### src/rtl/coax_pkg.sv
// Shared coax definitions: word width and TX feeder state encodings.
package coax_pkg;

    localparam int COAX_WORD_WIDTH = 10;

    typedef logic [COAX_WORD_WIDTH-1:0] coax_word_t;

    localparam logic [2:0] IDLE     = 3'd0;
    localparam logic [2:0] ARM      = 3'd1;
    localparam logic [2:0] SEND     = 3'd2;
    localparam logic [2:0] WAIT_ACK = 3'd3;
    localparam logic [2:0] FLUSH    = 3'd4;

endpackage

### src/rtl/coax_fifo.sv
// Parameterised synchronous FIFO with a registered read port.
// Used by the coax TX feeder; intended for reuse on the RX path.
module coax_fifo #(
    parameter  int DEPTH = 16,
    parameter  int WIDTH = 10,
    localparam int AW    = $clog2(DEPTH)
) (
    input  logic             clk,
    input  logic             reset_n,
    input  logic             wr_en,
    input  logic [WIDTH-1:0] wr_data,
    input  logic             rd_en,
    output logic [WIDTH-1:0] rd_data,
    output logic             full,
    output logic             empty,
    output logic [AW:0]      level
);

    localparam logic [AW:0] PTR_ONE = {{AW{1'b0}}, 1'b1};

    logic [WIDTH-1:0] mem [DEPTH];
    logic [AW:0]      wptr;
    logic [AW:0]      rptr;
    logic             do_wr;
    logic             do_rd;

    assign do_wr = wr_en && !full;
    assign do_rd = rd_en && !empty;
    assign level = wptr - rptr;
    assign empty = (wptr == rptr);
    // Extra pointer MSB separates a full ring from an empty one.
    assign full  = (wptr[AW] != rptr[AW]) &&
                   (wptr[AW-1:0] == rptr[AW-1:0]);

    always_ff @(posedge clk) begin
        if (do_wr) begin
            mem[wptr[AW-1:0]] <= wr_data;
        end
    end

    always_ff @(posedge clk or negedge reset_n) begin
        if (!reset_n) begin
            wptr    <= '0;
            rptr    <= '0;
            rd_data <= '0;
        end else begin
            if (do_wr) begin
                wptr <= wptr + PTR_ONE;
            end
            if (do_rd) begin
                rptr    <= rptr + PTR_ONE;
                rd_data <= mem[rptr[AW-1:0]];
            end
        end
    end

endmodule

### src/rtl/coax_tx_feeder.sv
// Buffers host coax words and meters committed frames into coax_tx.
// Define COAX_TX_FEEDER_STATS_EN to add frame_words/frame_count.
module coax_tx_feeder
    import coax_pkg::*;
#(
    parameter  int DEPTH      = 16,
    localparam int ADDR_WIDTH = $clog2(DEPTH)
) (
    input  logic                       clk,
    input  logic                       reset_n,
    input  logic [COAX_WORD_WIDTH-1:0] wr_data,
    input  logic                       wr_strobe,
    input  logic                       start,
    input  logic                       clear_error,
    output logic                       full,
    output logic                       empty,
    output logic [ADDR_WIDTH:0]        level,
    output logic                       busy,
    output logic                       done,
    output logic                       overflow,
    output logic [COAX_WORD_WIDTH-1:0] tx_data,
    output logic                       tx_strobe,
    input  logic                       tx_ready,
    input  logic                       tx_active
`ifdef COAX_TX_FEEDER_STATS_EN
    ,
    output logic [15:0]                frame_words,
    output logic [15:0]                frame_count
`endif
);

    logic [2:0] state;
    logic [2:0] state_nxt;
    logic       pop;
    logic       done_nxt;

    coax_fifo #(
        .DEPTH (DEPTH),
        .WIDTH (COAX_WORD_WIDTH)
    ) u_fifo (
        .clk     (clk),
        .reset_n (reset_n),
        .wr_en   (wr_strobe),
        .wr_data (wr_data),
        .rd_en   (pop),
        .rd_data (tx_data),
        .full    (full),
        .empty   (empty),
        .level   (level)
    );

    // Next word is fetched only once coax_tx has dropped ready.
    assign pop = (state == ARM) ||
                 ((state == WAIT_ACK) && !tx_ready && !empty);

    assign tx_strobe = (state == SEND) && tx_ready;
    assign done_nxt  = (state == FLUSH) && !tx_active;
    assign busy      = (state != IDLE);

    always_comb begin
        state_nxt = state;
        unique case (state)
            IDLE:     if (start && !empty) state_nxt = ARM;
            ARM:      state_nxt = SEND;
            SEND:     if (tx_ready) state_nxt = WAIT_ACK;
            WAIT_ACK: if (!tx_ready) state_nxt = empty ? FLUSH : SEND;
            FLUSH:    if (!tx_active) state_nxt = IDLE;
            default:  state_nxt = IDLE;
        endcase
    end

    always_ff @(posedge clk or negedge reset_n) begin
        if (!reset_n) begin
            state    <= IDLE;
            done     <= 1'b0;
            overflow <= 1'b0;
        end else begin
            state <= state_nxt;
            done  <= done_nxt;
            if (wr_strobe && full) begin
                overflow <= 1'b1;
            end else if (clear_error) begin
                overflow <= 1'b0;
            end
        end
    end

`ifdef COAX_TX_FEEDER_STATS_EN
    logic [15:0] words_cur;

    always_ff @(posedge clk or negedge reset_n) begin
        if (!reset_n) begin
            words_cur   <= '0;
            frame_words <= '0;
            frame_count <= '0;
        end else begin
            if (state == IDLE) begin
                words_cur <= '0;
            end else if (pop) begin
                words_cur <= words_cur + 16'd1;
            end
            if (done_nxt) begin
                frame_words <= words_cur;
                frame_count <= frame_count + 16'd1;
            end
        end
    end
`endif

endmodule

### config.mk
export PLATFORM = sky130hd
export DESIGN_NAME = coax_tx_feeder
export DESIGN_NICKNAME = d
export VERILOG_FILES = /design/src/rtl/coax_pkg.sv /design/src/rtl/coax_fifo.sv /design/src/rtl/coax_tx_feeder.sv
export SDC_FILE = /design/constraint.sdc
export NUM_CORES = 1
export LEC_CHECK = 0
export CELL_PAD_IN_SITES_DETAIL_PLACEMENT = 1
export CELL_PAD_IN_SITES_GLOBAL_PLACEMENT = 2
export CORE_MARGIN = 2
export CORE_UTILIZATION = 45
export CTS_CLUSTER_DIAMETER = 200
export DETAILED_ROUTE_END_ITERATION = 6
export PLACE_DENSITY = 0.82
export SLEW_MARGIN = 20
export SYNTH_ARGS = -nofsm -noshare
export SYNTH_HDL_FRONTEND = slang
export SYNTH_SLANG_ARGS = --single-unit
### constraint.sdc
create_clock -name clk -period 3.65 [get_ports clk]
set_clock_uncertainty 0.15 [all_clocks]
set_input_delay 0.5475 -clock clk [delete_from_list [all_inputs] [get_ports clk]]
set_output_delay 0.5475 -clock clk [all_outputs]
set_load 0.005 [all_outputs]
==> results.toml <==
[die]
dieArea_um2 = 17500
chipWidth_um = 132
die_y_um = 132
initial_core_util_pct = 46.3
core_um2 = 15900
fp-row-count = 46
ioPinCount = 38

[synth]
ys_ff_latch = 185
yosys-top-cells-area = "edfxtp_1, dfrtp_1, mux2i_1, mux4_2, ha_1"
synth_top_area_share_pct = 65.1
ys_warn_count = 0
syn_nets = 448
mappedNetlistArea_um2 = 7390
postSynthAreaPerCell_um2 = 17.5
ys_seq_area_share_pct = 73.5
syn_inst = 421
yosysTopAreaCell = "edfxtp_1"
synth.distinct_cells = 36

[clock_network]
hold_buffers = 0
cts-buffers-inserted = 17
clockRootBuffer = "clkbuf_16"
post_cts_resize_count = 0
post-cts-setup-buffer-count = 0
clk_pin_slew_worst_paths_ns = 0.07
ctsLongestPathBuffers = 2
tritoncts = "built"
cts_sinks = 185
h-tree-depth = 4
insertion_delay_ns = 0.42

[layout]
syn_to_final_growth_pct = 16.9
drive_above_1_share_pct = 14.7
fin_area_um2 = 8630
fin_nets = 505
diodes = 0
fill_cells = 1492
layout_common_cells = "edfxtp_1, mux2i_1, clkdlybuf4s50_1"
final_common_cell = "edfxtp_1"
fin_util_pct = 54.1

[worst_hold_path]
hold_path_class = "input port to async pin"

[timing]
hold_violations = 0
slew-limit-headroom_pct = 41.0
rsz0062_at_grt = "no"
post-route-min-period_ns = 3.39
fmax_mhz = 295
tns_ns = 0
tightest_slew_ns = 0.882
slew_violations = 0
setup_violations = 0
timing.final.crit_share_pct = 92.9

[grt]
grt_pass1_vias = 4231
grt_pass1_wl_mm = 25.1
grt_max_degree = 38
antenna_found_initial = 0
top_usage_layer = "met2"
grtUsageMet3_pct = 3.73
use_met2_pct = 32.6
grt_overflow = 0
grtUsageTotal_pct = 19.6
grt_use_met1_pct = 26.0

[power_and_ir_drop]
power_density_nw_per_um2 = 791
vdd_ir_drop_max_v = 0.000361
leakagePower_nw = 3.00

[route]
drt-initial-drc-count = 286
routed_wl_mm = 16.1
via_count = 3954
wire_per_inst_um = 22.7
postRouteAntennaNets = 0
via_per_inst = 5.59
drt_first_pass_iters = 5
drc = 0

[setup_path]
arrival_ns = 2.69
critPathSlowestCell = "clkdlybuf4s50_1"
cp-start-kind = "flop"
cp_common_cell = "inv_1"
worst_setup_path_end_kind = "primary output"
crit_chain = "inv_1, ha_1, inv_1, fa_1, a21o_1, a21oi_1, xnor2_1, clkdlybuf4s50_1"
max_stage_delay_ns = 0.51
cp_max_fo = 4
crit_type = "flop to primary output"
cp_data_required_time_ns = 2.95

[run]
max-cap-violations = 0

[place]
gp_congestion = 0.732
port_buffers = 37
hpwl_mm = 10.2
place_area_um2 = 8050

[run_status]
outcome = "finished clean"
[Yosys cell counts]
library cell  count
and4_1            1
buf_12            2
nor2_1           25
fa_1              1
buf_4             4
nor2b_1           1
a21o_1            2
buf_1             1
o21ai_0           3
buf_2             4
nand2b_1          2
a221oi_1         10
mux2i_1          40
mux4_1            4
and2_1            1
ha_1              9
dfrtp_1          25
xnor2_1          10
o22ai_1          10
nand4_1           4
o2111a_1          1
buf_6             2
nand2_1          14
edfxtp_1        160
nand3b_1          1
o2bb2ai_1         1
mux4_2           16
xor2_1            3
o21ai_1          10
a21oi_1          13
a31oi_1          10
nand3_1           3
clkbuf_1          8
inv_1            12
nor3_1            7
a21boi_2          1
[metal layers]
layer,vias up,share of wire (%)
li1,1776,-
met4,0,2.0
met3,25,3.2
met1,2067,45
met5,-,0
met2,86,50
[layout make-up]
type | count | area, um^2 | share of cell area (%)
clock buffer | 17 | 425 | 4.93
tap | 216 | 270 | 3.13
inverter | 12 | 45.0 | 0.522
timing repair buffer | 59 | 536 | 6.20
multi-input combinational | 203 | 1760 | 20.4
sequential | 185 | 5430 | 63.0
clock inverter | 15 | 156 | 1.81
[path summary, 6_finish.rpt]
path	startpoint	end	slack, ns	cells past startpoint
max in group asynchronous	reset_n	u_fifo.rptr[0]	2.31	2
setup / recovery	u_fifo.wptr[0]	level[4]	0.26	8
hold / removal	reset_n	overflow	0.35	1
hold reg to reg	state[2]	state[0]	0.36	1
min in group clk	state[2]	state[0]	0.36	1
setup reg to reg	u_fifo.wptr[2]	u_fifo.mem[15][0]	0.91	5
[where the power goes]
part           internal, W  switching (W)
clock             0.000970       0.000835
combinational      0.00104        0.00121
sequential         0.00261       0.000158
total              0.00463        0.00220
[critical path: cells and delay by family, from the launching register on]
family          cells  cell delay, ns
flops               1            0.41
fa+ha+maj           2            0.65
buf+inv             3            0.74
xor+xnor            1            0.13
compound gates      2            0.34
[cells by family after synthesis]
logic type | synth area share, %
compound gates | 5.27
simple gates | 3.56
mux | 11.7
buf+inv | 2.59
flops | 73.5
xor+xnor | 1.54
fa+ha+maj | 1.80
[through the flow]
stage                     total power (W)  setup slack (ns)  cells  hold WS, ns
after detailed placement          0.00509             0.706    675        0.347
final                             0.00683             0.260    707        0.347
after floorplan                   0.00426             0.479    421        0.102
after CTS                         0.00690             0.229    707        0.352
after global placement            0.00499             0.764    675        0.344
after global routing              0.00717            0.0966    707        0.369
[sequential cells by signal (all words and copies together) (netlist names)]
signal / count
u_fifo.mem: 160
u_fifo.rd_data: 10
u_fifo.rptr: 5
u_fifo.wptr: 5
state: 3
done: 1
overflow: 1
Note: power is estimated with default switching activity, not from simulation.
